File: src/rtl/rv32_control_unit.sv
// RV32I main decoder: opcode/funct3/funct7 -> datapath controls, all registered (1-cycle latency).
module rv32_control_unit (
  input  logic       clk,
  input  logic       rst,
  input  logic [6:0] opcode,
  input  logic [2:0] funct3,
  input  logic [6:0] funct7,
  output logic       reg_write,
  output logic       mem_read,
  output logic       mem_write,
  output logic       branch,
  output logic       jump,
  output logic       alu_src,
  output logic [1:0] mem_to_reg,
  output logic [3:0] alu_ctrl,
  output logic       lui_instr,
  output logic       auipc_instr,
  output logic       illegal_instr
);

  localparam logic [6:0] OP_LUI    = 7'b0110111;
  localparam logic [6:0] OP_AUIPC  = 7'b0010111;
  localparam logic [6:0] OP_JAL    = 7'b1101111;
  localparam logic [6:0] OP_JALR   = 7'b1100111;
  localparam logic [6:0] OP_BRANCH = 7'b1100011;
  localparam logic [6:0] OP_LOAD   = 7'b0000011;
  localparam logic [6:0] OP_STORE  = 7'b0100011;
  localparam logic [6:0] OP_IMM    = 7'b0010011;
  localparam logic [6:0] OP_REG    = 7'b0110011;

  localparam logic [3:0] ALU_ADD  = 4'h0;
  localparam logic [3:0] ALU_SUB  = 4'h1;
  localparam logic [3:0] ALU_AND  = 4'h2;
  localparam logic [3:0] ALU_OR   = 4'h3;
  localparam logic [3:0] ALU_XOR  = 4'h4;
  localparam logic [3:0] ALU_SLL  = 4'h5;
  localparam logic [3:0] ALU_SRL  = 4'h6;
  localparam logic [3:0] ALU_SRA  = 4'h7;
  localparam logic [3:0] ALU_SLT  = 4'h8;
  localparam logic [3:0] ALU_SLTU = 4'h9;
  localparam logic [3:0] ALU_BEQ  = 4'hA;
  localparam logic [3:0] ALU_BNE  = 4'hB;
  localparam logic [3:0] ALU_BLT  = 4'hC;
  localparam logic [3:0] ALU_BGE  = 4'hD;
  localparam logic [3:0] ALU_BLTU = 4'hE;
  localparam logic [3:0] ALU_BGEU = 4'hF;

  localparam logic [1:0] WB_ALU = 2'b00;
  localparam logic [1:0] WB_MEM = 2'b01;
  localparam logic [1:0] WB_PC4 = 2'b10;

  // Only funct7[5] carries meaning in RV32I base decode.
  logic unused_funct7;
  assign unused_funct7 = ^{funct7[6], funct7[4:0]};

  logic       reg_write_next, mem_read_next, mem_write_next, branch_next, jump_next;
  logic       alu_src_next, lui_instr_next, auipc_instr_next, illegal_instr_next;
  logic [1:0] mem_to_reg_next;
  logic [3:0] alu_ctrl_next;

  // Shared OP/OP-IMM funct3 map; allow_sub is false for OP-IMM since SUBI does not exist.
  function automatic logic [3:0] arith_op(input logic [2:0] f3, input logic f7_5,
                                          input logic allow_sub);
    logic [3:0] op;
    case (f3)
      3'b000:  op = (allow_sub && f7_5) ? ALU_SUB : ALU_ADD;
      3'b001:  op = ALU_SLL;
      3'b010:  op = ALU_SLT;
      3'b011:  op = ALU_SLTU;
      3'b100:  op = ALU_XOR;
      3'b101:  op = f7_5 ? ALU_SRA : ALU_SRL;
      3'b110:  op = ALU_OR;
      default: op = ALU_AND;
    endcase
    return op;
  endfunction

  always_comb begin
    reg_write_next     = 1'b0;
    mem_read_next      = 1'b0;
    mem_write_next     = 1'b0;
    branch_next        = 1'b0;
    jump_next          = 1'b0;
    alu_src_next       = 1'b0;
    mem_to_reg_next    = WB_ALU;
    alu_ctrl_next      = ALU_ADD;
    lui_instr_next     = 1'b0;
    auipc_instr_next   = 1'b0;
    illegal_instr_next = 1'b0;
    case (opcode)
      OP_LUI: begin
        reg_write_next = 1'b1;
        alu_src_next   = 1'b1;
        lui_instr_next = 1'b1;
      end
      OP_AUIPC: begin
        reg_write_next   = 1'b1;
        alu_src_next     = 1'b1;
        auipc_instr_next = 1'b1;
      end
      OP_JAL, OP_JALR: begin
        reg_write_next  = 1'b1;
        jump_next       = 1'b1;
        alu_src_next    = 1'b1;
        mem_to_reg_next = WB_PC4;
      end
      OP_BRANCH: begin
        branch_next = 1'b1;
        case (funct3)
          3'b000:  alu_ctrl_next = ALU_BEQ;
          3'b001:  alu_ctrl_next = ALU_BNE;
          3'b100:  alu_ctrl_next = ALU_BLT;
          3'b101:  alu_ctrl_next = ALU_BGE;
          3'b110:  alu_ctrl_next = ALU_BLTU;
          3'b111:  alu_ctrl_next = ALU_BGEU;
          default: begin
            alu_ctrl_next      = ALU_BEQ;
            illegal_instr_next = 1'b1;
          end
        endcase
      end
      OP_LOAD: begin
        reg_write_next  = 1'b1;
        mem_read_next   = 1'b1;
        alu_src_next    = 1'b1;
        mem_to_reg_next = WB_MEM;
      end
      OP_STORE: begin
        mem_write_next = 1'b1;
        alu_src_next   = 1'b1;
      end
      OP_IMM: begin
        reg_write_next = 1'b1;
        alu_src_next   = 1'b1;
        alu_ctrl_next  = arith_op(funct3, funct7[5], 1'b0);
      end
      OP_REG: begin
        reg_write_next = 1'b1;
        alu_ctrl_next  = arith_op(funct3, funct7[5], 1'b1);
      end
      default: illegal_instr_next = 1'b1;
    endcase
  end

  always_ff @(posedge clk) begin
    if (rst) begin
      reg_write     <= 1'b0;
      mem_read      <= 1'b0;
      mem_write     <= 1'b0;
      branch        <= 1'b0;
      jump          <= 1'b0;
      alu_src       <= 1'b0;
      mem_to_reg    <= WB_ALU;
      alu_ctrl      <= ALU_ADD;
      lui_instr     <= 1'b0;
      auipc_instr   <= 1'b0;
      illegal_instr <= 1'b0;
    end else begin
      reg_write     <= reg_write_next;
      mem_read      <= mem_read_next;
      mem_write     <= mem_write_next;
      branch        <= branch_next;
      jump          <= jump_next;
      alu_src       <= alu_src_next;
      mem_to_reg    <= mem_to_reg_next;
      alu_ctrl      <= alu_ctrl_next;
      lui_instr     <= lui_instr_next;
      auipc_instr   <= auipc_instr_next;
      illegal_instr <= illegal_instr_next;
    end
  end

endmodule

File: config.mk
export PLATFORM = sky130hd
export DESIGN_NAME = rv32_control_unit
export DESIGN_NICKNAME = d
export VERILOG_FILES = /design/src/rtl/rv32_control_unit.sv
export SDC_FILE = /design/constraint.sdc
export NUM_CORES = 1
export LEC_CHECK = 0
export BUFFER_PORTS_ARGS = -buffer_cell sky130_fd_sc_hd__buf_2
export CORE_MARGIN = 2
export CORE_UTILIZATION = 40
export DETAILED_ROUTE_END_ITERATION = 12
export MAX_ROUTING_LAYER = met4
export PLACE_DENSITY = 0.72
export SLEW_MARGIN = 20
export SYNTH_ARGS = -nofsm -noshare
export SYNTH_HDL_FRONTEND = slang
export SYNTH_SLANG_ARGS = --single-unit
File: constraint.sdc
create_clock -name clk -period 1.52 [get_ports clk]
set_clock_uncertainty 0.2 [all_clocks]
set_input_delay 0.304 -clock clk [delete_from_list [all_inputs] [get_ports clk]]
set_output_delay 0.304 -clock clk [all_outputs]
set_load 0.005 [all_outputs]
==> flow_summary.json <==
{
  "status": "finished, final reports clean",
  "seq_area_sq_um": 280,
  "cpPeakStageDelay_ns": 0.32,
  "synth_nets": 88,
  "cts_sinks": 14,
  "wl_per_cell_um": 11.4,
  "firstDrtPassIters": 4,
  "synth.avg_cell_area_sq_um": 9.36,
  "fillers": 144,
  "hpwl_um": 973,
  "syn_to_final_growth_pct": 26.9,
  "drive_gt1_share_pct": 42.9,
  "dpl_cell_area_sq_um": 797,
  "required_ns": 1.51,
  "worst_pin_slew_ns": 0.277,
  "total_power_mw": 0.661,
  "fmaxAchievable_ghz": 0.779,
  "yosys_warnings": 0,
  "design_area_sq_um": 820,
  "crit_path_end_kind": "flip-flop",
  "drv_slew": 0,
  "root_buffer": "clkbuf_4",
  "routabilityCongestion": 0.808,
  "hold_buffers": 0,
  "slew_headroom_pct": 81.3,
  "grt_pass1_vias": 441,
  "die_x_um": 44.2,
  "htree_levels": 1,
  "min_from": "rst",
  "dieArea_sq_um": 1950,
  "grt_pass1_wl_um": 1920,
  "setup-violations-final": 0,
  "synth_cells": 69,
  "holdPathEnd": "illegal_instr$_SDFF_PP0_",
  "io_buffers": 27,
  "netlist-cell-type-count": 30,
  "pwr-share-comb_pct": 14.0,
  "grt_max_degree": 13,
  "crit_path_cell_trace": "buf_2 -> nand3b_4 -> or3_1 -> buf_4 -> nor4b_4",
  "cts_tree": "done",
  "antenna_found_initial": 0,
  "fin_crit_ns": 1.28,
  "crit_fanout": 7,
  "p_clk_share_pct": 30.0,
  "synth_area_leader_cell": "dfxtp_1",
  "cts_buffers": 3,
  "vias": 600,
  "postCtsSetupRepairBufs": 0,
  "start_util_pct": 42.9,
  "nNetsFinal": 119,
  "core_area_sq_um": 1510,
  "cpMaxStageDelayCell": "or3_1",
  "ys_ff_latch": 14,
  "yosysSeqAreaShare_pct": 43.4,
  "syn_area_sq_um": 646,
  "yosysTopAreaCellShare_pct": 43.4,
  "worst-endpoint-arrival_ns": 1.27,
  "leakage_nw": 0.373,
  "hold_class": "in2reg",
  "drv_cap": 0,
  "vdd_ir_drop_max_mv": 0.309,
  "clock_path_buffers": 2,
  "multi_input_area_sq_um": 324,
  "rows": 14,
  "p_sw_mw": 0.159,
  "ys_top_cells_by_area": "dfxtp_1, a21oi_1, nor4b_4",
  "die_h_um": 44.2,
  "cts_resized": 0,
  "grt.overflow.total": 0,
  "drc": 0,
  "finalHoldViolCount": 0,
  "p_int_mw": 0.502,
  "switching_share_pct": 24.1,
  "postRouteWirelength_um": 1310,
  "pwr-share-seq_pct": 56.1,
  "track_usage_pct": 14.0,
  "min_period_over_period_pct": 84.4,
  "startpoint_type": "input port",
  "ios": 34,
  "ant_nets": 0,
  "p_per_area_nw_per_um2": 807,
  "largest_reg_flops": 4,
  "viasPerCell": 5.26,
  "rsz0062_at_grt": "no",
  "clk_pin_slew_ns": 0.08,
  "path_class": "in2reg",
  "dr.first_iter.drc_count": 11,
  "diodes": 0,
  "whs_path_depth": 3
}
==> cell type report <==
cell class	instances	area share, %
inverters	2	0.916
flip-flops and latches	14	34.2
well taps	16	2.44
clock buffers	3	2.75
repair buffers	31	20.2
multi-input cells	48	39.5
==> metal layers <==
layer  vias to the layer above  wire length, um  share of wire, %  global-route usage [%]
li1                        307                -                 -                       -
met1                       265              562                43                    18.7
met2                        26              619                47                    20.0
met3                         2              111               8.5                    2.45
met4                         0               12              0.92                    7.27
met5                         -                0                 0                       -
==> cell usage in the layout (no fill, tap or decap), types with 2 or more instances in the layout <==
cell and count:
clkbuf_4 3, nor2b_1 2, nor2_1 6, dfxtp_1 14
buf_4 4, nand2b_1 2, o21ai_0 4, inv_1 2
nand2_1 6, buf_2 27, a21oi_1 9
==> how the worst max path moves through the flow <==
stage,from,to,cells after the start
6_report,rst,mem_write$_SDFF_PP0_,5
5_1_grt,rst,mem_write$_SDFF_PP0_,5
4_1_cts,rst,mem_write$_SDFF_PP0_,5
3_5_place_dp,rst,mem_write$_SDFF_PP0_,5
3_3_place_gp,rst,mem_write$_SDFF_PP0_,5
2_1_floorplan,rst,mem_write$_SDFF_PP0_,4
==> worst max-delay path, delay by kind of cell <==
kind | cells | cell delay (ns)
AND/OR/NAND/NOR | 3 | 0.68
buffers and inverters | 2 | 0.29
==> power by group through the flow <==
stage / logic [mW] / clock network [mW] / registers [mW]
detailed placement: 0.0913 / 0 / 0.380
CTS: 0.0921 / 0.204 / 0.371
global route: 0.102 / 0.213 / 0.371
global placement: 0.0898 / 0 / 0.380
floorplan: 0.0516 / 0 / 0.381
finish: 0.0924 / 0.198 / 0.371
==> cells in the mapped netlist (all sizes together) <==
master and number:
a211o 1, a21boi 1, a21oi 9, a31o 1, a31oi 1, buf 5, dfxtp 14, inv 2
nand2 6, nand2b 2, nand3b 3, nand4bb 1, nor2 7, nor2b 2, nor3 1, nor4 2
nor4b 2, o211ai 1, o21ai 4, o22ai 1, o2bb2ai 1, or2 1, or3 1
==> cells by family after synthesis <==
| family | Yosys count | synth area share (%) |
|---|---|---|
| buffers and inverters | 7 | 6.40 |
| and+or+nand+nor | 28 | 31.8 |
| DFF | 14 | 43.4 |
| AOI/OAI and AO/OA | 20 | 18.4 |
==> per-stage QoR <==
| step | hold slack, ns | TNS, ns | std cells | setup WS, ns | utilization (%) |
|---|---|---|---|---|---|
| floorplan | 0.181 | 0 | 69 | 0.149 | - |
| finish | 0.109 | 0 | 114 | 0.237 | 54.4 |
| global route | 0.120 | 0 | 114 | 0.173 | 54.4 |
| detailed placement | 0.399 | -0.0303 | 111 | -0.0303 | 52.9 |
| global placement | 0.398 | -0.0106 | 111 | -0.0106 | 52.9 |
| CTS | 0.109 | 0 | 114 | 0.229 | 54.4 |
(Power assumes the default switching activity.)
